$ cat src/rtl/bcd_conv_seq_if.sv
// Handshake bundle for bcd_conv_seq: binary input side and packed BCD result side.
// out_blank only exists when BCD_BLANK_EN is defined.
interface bcd_conv_seq_if #(
   parameter int DATA_W = 20,
   parameter int DIGITS = 6
);
   logic                  in_valid;
   logic                  in_ready;
   logic [DATA_W-1:0]     in_data;
   logic                  out_valid;
   logic                  out_ready;
   logic [4*DIGITS-1:0]   out_bcd;
   logic                  out_ovf;
`ifdef BCD_BLANK_EN
   logic [DIGITS-1:0]     out_blank;

   modport master (output in_valid, in_data, out_ready,
                   input  in_ready, out_valid, out_bcd, out_ovf, out_blank);
   modport slave  (input  in_valid, in_data, out_ready,
                   output in_ready, out_valid, out_bcd, out_ovf, out_blank);
`else
   modport master (output in_valid, in_data, out_ready,
                   input  in_ready, out_valid, out_bcd, out_ovf);
   modport slave  (input  in_valid, in_data, out_ready,
                   output in_ready, out_valid, out_bcd, out_ovf);
`endif
endinterface

$ cat src/rtl/bcd_conv_seq.sv
// Sequential binary-to-BCD converter (double dabble), one input bit per clock.
// Optional leading-zero blanking output when BCD_BLANK_EN is defined.
//
// state | meaning
// IDLE  | in_ready high, waiting for in_valid
// SHIFT | add-3 correction and shift, DATA_W cycles
// DONE  | result presented, waiting for out_ready
module bcd_conv_seq #(
   parameter int DATA_W = 20,
   parameter int DIGITS = 6
) (
   input  logic             sys_clk,
   input  logic             sys_rst,
   bcd_conv_seq_if.slave    bus
);
   localparam int CNT_W = $clog2(DATA_W + 1);
   localparam int BCD_W = 4 * DIGITS;

   typedef enum logic [1:0] {IDLE, SHIFT, DONE} state_t;

   state_t              state, state_nxt;
   logic [DATA_W-1:0]   bin;
   logic [BCD_W-1:0]    scratch;
   logic [BCD_W-1:0]    adj;
   logic [BCD_W-1:0]    scratch_nxt;
   logic                carry;
   logic                sticky;
   logic [CNT_W-1:0]    cnt;
   logic                last_shift;

   always_ff @(posedge sys_clk or posedge sys_rst) begin
      if (sys_rst) state <= IDLE;
      else         state <= state_nxt;
   end

   always_comb begin
      state_nxt   = state;
      bus.in_ready = 1'b0;
      case (state)
         IDLE: begin
            bus.in_ready = 1'b1;
            if (bus.in_valid) state_nxt = SHIFT;
         end
         SHIFT: if (last_shift)    state_nxt = DONE;
         DONE:  if (bus.out_ready) state_nxt = IDLE;
         default: state_nxt = IDLE;
      endcase
   end

   assign last_shift = (cnt == CNT_W'(1));

   // All digits corrected in parallel, then the whole {scratch,bin} chain shifts by one.
   always_comb begin
      logic [3:0] d;
      adj = '0;
      d   = '0;
      for (int k = 0; k < DIGITS; k++) begin
         d = scratch[4*k +: 4];
         adj[4*k +: 4] = (d >= 4'd5) ? d + 4'd3 : d;
      end
   end

   assign scratch_nxt = {adj[BCD_W-2:0], bin[DATA_W-1]};
   assign carry       = adj[BCD_W-1];

   always_ff @(posedge sys_clk or posedge sys_rst) begin
      if (sys_rst) begin
         bin           <= '0;
         scratch       <= '0;
         sticky        <= 1'b0;
         cnt           <= '0;
         bus.out_valid <= 1'b0;
         bus.out_bcd   <= '0;
         bus.out_ovf   <= 1'b0;
      end else begin
         case (state)
            IDLE: if (bus.in_valid) begin
               bin     <= bus.in_data;
               scratch <= '0;
               sticky  <= 1'b0;
               cnt     <= CNT_W'(DATA_W);
            end
            SHIFT: begin
               bin     <= bin << 1;
               scratch <= scratch_nxt;
               sticky  <= sticky | carry;
               cnt     <= cnt - CNT_W'(1);
               if (last_shift) begin
                  bus.out_bcd   <= scratch_nxt;
                  bus.out_ovf   <= sticky | carry;
                  bus.out_valid <= 1'b1;
               end
            end
            DONE: if (bus.out_ready) bus.out_valid <= 1'b0;
            default: ;
         endcase
      end
   end

`ifdef BCD_BLANK_EN
   logic [DIGITS-1:0] blank_nxt;

   // Digit 0 is never blanked so a zero value still shows a single "0".
   always_comb begin
      logic zero_above;
      blank_nxt  = '0;
      zero_above = 1'b1;
      for (int k = DIGITS - 1; k >= 1; k--) begin
         zero_above   = zero_above & (scratch_nxt[4*k +: 4] == 4'd0);
         blank_nxt[k] = zero_above;
      end
   end

   always_ff @(posedge sys_clk or posedge sys_rst) begin
      if (sys_rst)                           bus.out_blank <= '0;
      else if (state == SHIFT && last_shift) bus.out_blank <= blank_nxt;
   end
`endif
endmodule

$ cat src/flat_wrapper.sv
// flat-port wrapper written by rule: the top's interface ports become plain ports
module bcd_conv_seq_flat 
#(
   parameter int DATA_W = 20,
   parameter int DIGITS = 6
)
  (sys_clk, sys_rst, bus_in_valid, bus_in_data, bus_out_ready, bus_in_ready, bus_out_valid, bus_out_bcd, bus_out_ovf);
  bcd_conv_seq_if #(.DATA_W(DATA_W), .DIGITS(DIGITS)) bus_i ();
  input  logic sys_clk;
  input  logic sys_rst;
  input wire logic [$bits(bus_i.in_valid)-1:0] bus_in_valid;
  input wire logic [$bits(bus_i.in_data)-1:0] bus_in_data;
  input wire logic [$bits(bus_i.out_ready)-1:0] bus_out_ready;
  output wire logic [$bits(bus_i.in_ready)-1:0] bus_in_ready;
  output wire logic [$bits(bus_i.out_valid)-1:0] bus_out_valid;
  output wire logic [$bits(bus_i.out_bcd)-1:0] bus_out_bcd;
  output wire logic [$bits(bus_i.out_ovf)-1:0] bus_out_ovf;
  assign bus_i.in_valid = bus_in_valid;
  assign bus_i.in_data = bus_in_data;
  assign bus_i.out_ready = bus_out_ready;
  assign bus_in_ready = bus_i.in_ready;
  assign bus_out_valid = bus_i.out_valid;
  assign bus_out_bcd = bus_i.out_bcd;
  assign bus_out_ovf = bus_i.out_ovf;
  bcd_conv_seq #(.DATA_W(DATA_W), .DIGITS(DIGITS)) u_core (.sys_clk(sys_clk), .sys_rst(sys_rst), .bus(bus_i));
endmodule
$ cat config.mk
export PLATFORM = sky130hd
export DESIGN_NAME = bcd_conv_seq_flat
export DESIGN_NICKNAME = d
export VERILOG_FILES = /design/src/rtl/bcd_conv_seq_if.sv /design/src/rtl/bcd_conv_seq.sv /design/src/flat_wrapper.sv
export SDC_FILE = /design/constraint.sdc
export NUM_CORES = 1
export LEC_CHECK = 0
export BUFFER_PORTS_ARGS = -buffer_cell sky130_fd_sc_hd__buf_2
export CAP_MARGIN = 5
export CORE_ASPECT_RATIO = 1.4
export CORE_UTILIZATION = 26
export CTS_BUF_LIST = sky130_fd_sc_hd__clkbuf_8
export DETAILED_ROUTE_END_ITERATION = 8
export GPL_TIMING_DRIVEN = 0
export PLACE_DENSITY = 0.43
export SLEW_MARGIN = 15
export SYNTH_ARGS = -nofsm -noshare
export SYNTH_HDL_FRONTEND = slang
export SYNTH_SLANG_ARGS = --single-unit
$ cat constraint.sdc
create_clock -name sys_clk -period 4.9 [get_ports sys_clk]
set_clock_uncertainty 0.05 [all_clocks]
set_input_delay 0.49 -clock sys_clk [delete_from_list [all_inputs] [get_ports sys_clk]]
set_output_delay 0.49 -clock sys_clk [all_outputs]
set_load 0.02 [all_outputs]
==> results.json <==
{
  "synth_seq_cells": 78,
  "cp_max_fo": 10,
  "most-common-layout-cells": "o21ai_0, dfrtp_1, nand2_1, buf_2, a21oi_1",
  "fillerInstances": 1535,
  "root_buffer": "clkbuf_8",
  "antenna_found_initial": 0,
  "grt_pass1_wl_um": 14800,
  "reg2reg_depth": 7,
  "synth_nets": 439,
  "layout-drive-gt1-share_pct": 18.2,
  "finalHoldViolCount": 0,
  "holdWs_ns": 0.113,
  "drtIter0Drc": 82,
  "fin_crit_ns": 2.24,
  "numPortBuffers": 50,
  "ir_drop_uv": 173,
  "cp_top_family": "buffers and inverters",
  "post-cts-setup-buffer-count": 0,
  "slowest_delay_ns": 0.40,
  "tightest_slew_ns": 0.644,
  "p_switching_w": 0.00121,
  "avgSynthCellArea_um2": 9.44,
  "drc": 0,
  "dieArea_um2": 15100,
  "r2r-end": "u_core.bus.out_bcd[21]$_DFFE_PP0P_",
  "synth_warnings": 0,
  "die_w_um": 104,
  "clk_pin_slew_ns": 0.08,
  "r2r_slack_ns": 3.09,
  "clkPwrFrac_pct": 19.0,
  "coreArea_um2": 14000,
  "cts_tree": "built",
  "synth_cell_types": 32,
  "cts.htree.levels": 3,
  "final_common_cell": "o21ai_0",
  "path_cells": "buf_4 -> buf_2 -> clkbuf_1 -> nor2_1 -> buf_2",
  "yosys.area.top_type": "dfrtp_1",
  "track_usage_pct": 12.7,
  "cp-end-kind": "primary output",
  "wl_um": 8800,
  "slew_headroom_pct": 57.1,
  "fin_nets": 501,
  "routed-via-count": 2973,
  "rsz0062_at_grt": "false",
  "antenna_cells": 0,
  "dr.pass1.iters": 4,
  "die_h_um": 145,
  "drv_cap": 0,
  "hpwl_um": 6350,
  "hold_path_class": "in2async",
  "cp.required_ns": 4.36,
  "cts_resized": 0,
  "pwr-share-comb_pct": 42.9,
  "cts_buffers": 9,
  "fin_tns_setup_ns": 0,
  "total_power_w": 0.00298,
  "fin_util_pct": 32.3,
  "post-route-period-util_pct": 45.8,
  "postCtsHoldBufs": 0,
  "ant_nets": 0,
  "area_delta_synth_final_pct": 19.7,
  "swShare_pct": 40.6,
  "cp-startpoint": "u_core.state[0]$_DFFE_PP0P_",
  "p_seq_share_pct": 38.2,
  "critPathBufInv": 4,
  "wl_per_cell_um": 13.5,
  "pin_count": 51,
  "crit_path_top_delay_cell": "clkbuf_1",
  "place_congestion": 0.753,
  "p_per_area_nw_per_um2": 658,
  "initial_utilization_pct": 27.0,
  "status": "finished clean",
  "synth.top_cells.by_area": "dfrtp_1, o21ai_0, nand2_1",
  "via_per_inst": 4.55,
  "synthCells": 401,
  "crit_top_cell": "buf_2",
  "placementRows": 51,
  "grt_pass1_vias": 3048,
  "clock-sinks": 78,
  "clock_latency_ns": 0.36,
  "finalSetupViolCount": 0,
  "grt_max_degree": 42,
  "cellLeakagePower_nw": 2.13,
  "cp.arrival_ns": 1.70,
  "synth_top_area_share_pct": 51.6,
  "worstSetupPathType": "reg2out",
  "synth_area_um2": 3790,
  "grt_overflow_total": 0,
  "finalMaxSlewViolations": 0,
  "start_kind": "register",
  "rr_startpoint": "u_core.cnt[1]$_DFFE_PP0P_",
  "internal-power_w": 0.00177,
  "cts.path.max_buffers": 2,
  "max_freq_mhz": 446,
  "yosysSeqAreaShare_pct": 51.6
}
==> cells by family after synthesis <==
kind of cell / count (synthesis) / synth area share, %
AOI/OAI and AO/OA: 127 / 17.3
adders and majority gates: 14 / 4.63
and+or+nand+nor: 129 / 18.3
xor gates and xnor gates: 6 / 1.39
DFF: 78 / 51.6
muxes: 7 / 2.18
buffers and inverters: 40 / 4.59
==> cell usage after synthesis, drive strengths merged <==
cell,number
mux2,7
xnor2,6
o21bai,1
clkbuf,16
dfrtp,78
nor3b,11
and3b,19
a211o,1
or3,1
nand2b,8
nand3,5
a21boi,1
or4,1
a22o,1
nor4b,1
ha,14
buf,7
o21ai,81
nor2,4
nor3,6
o211ai,1
nand2,72
inv,17
a21oi,40
and2b,1
a31oi,1
==> routing by layer <==
layer  GRT usage (%)  share of wire (%)  vias to the layer above
li1                -                  -                     1499
met1            14.0                 45                     1397
met2            22.6                 48                       61
met3            3.36                4.3                       16
met4            6.24                2.5                        0
met5               0                  0                        -
==> metrics by stage <==
| stage | instance area (µm²) | instances | setup WS [ns] |
|---|---|---|---|
| global route | 4530 | 653 | 2.52 |
| finish | 4530 | 653 | 2.66 |
| CTS | 4530 | 653 | 2.64 |
| global placement | 4270 | 636 | 1.18 |
| detailed placement | 4300 | 637 | 3.06 |
| floorplan | 3790 | 401 | 2.36 |
==> power by group through the flow <==
stage | logic [W] | registers, W | clock network, W
6_report | 0.00128 | 0.00114 | 0.000566
3_5_place_dp | 0.00131 | 0.00116 | 0
4_1_cts | 0.00131 | 0.00114 | 0.000587
5_1_grt | 0.00146 | 0.00118 | 0.000609
2_1_floorplan | 0.000849 | 0.00121 | 0
3_3_place_gp | 0.00127 | 0.00115 | 0
==> worst reg2reg max path, cell delays in order (launching register included) <==
cell      delay [ns]
dfrtp_1         0.40
inv_1           0.08
ha_1            0.14
nor4b_4         0.27
nand2_2         0.14
clkbuf_1        0.33
nand2_1         0.16
o21ai_0         0.11
==> worst max path at each step <==
| stage | to | depth (start not counted) |
|---|---|---|
| after floorplan | u_core.bin[0]$_DFFE_PP0P_ | 1 |
| final | bus_in_ready | 5 |
| after global routing | bus_in_ready | 5 |
| after detailed placement | bus_in_ready | 5 |
| after CTS | bus_in_ready | 5 |
| after global placement | u_core.bus.out_bcd[17]$_DFFE_PP0P_ | 2 |
==> registers in the layout, indices dropped and copies added, names as in the netlist <==
| name | flops |
|---|---|
| u_core.sticky | 1 |
| u_core.bus.out_bcd | 24 |
| u_core.state | 2 |
| u_core.bus.out_ovf | 1 |
| u_core.bus.out_valid | 1 |
| u_core.scratch | 24 |
| u_core.bin | 20 |
| u_core.cnt | 5 |
==> area by class of cell <==
class | instances | area, µm² | area share [%]
clock buffer | 12 | 165 | 3.64
buffer | 23 | 110 | 2.43
multi-input combinational | 283 | 1660 | 36.6
timing repair buffer | 51 | 278 | 6.13
sequential | 78 | 1950 | 43.1
clock inverter | 4 | 68.8 | 1.52
inverter | 17 | 66.3 | 1.46
tap | 185 | 231 | 5.11
No activity file was read; power rests on OpenSTA's default activity.
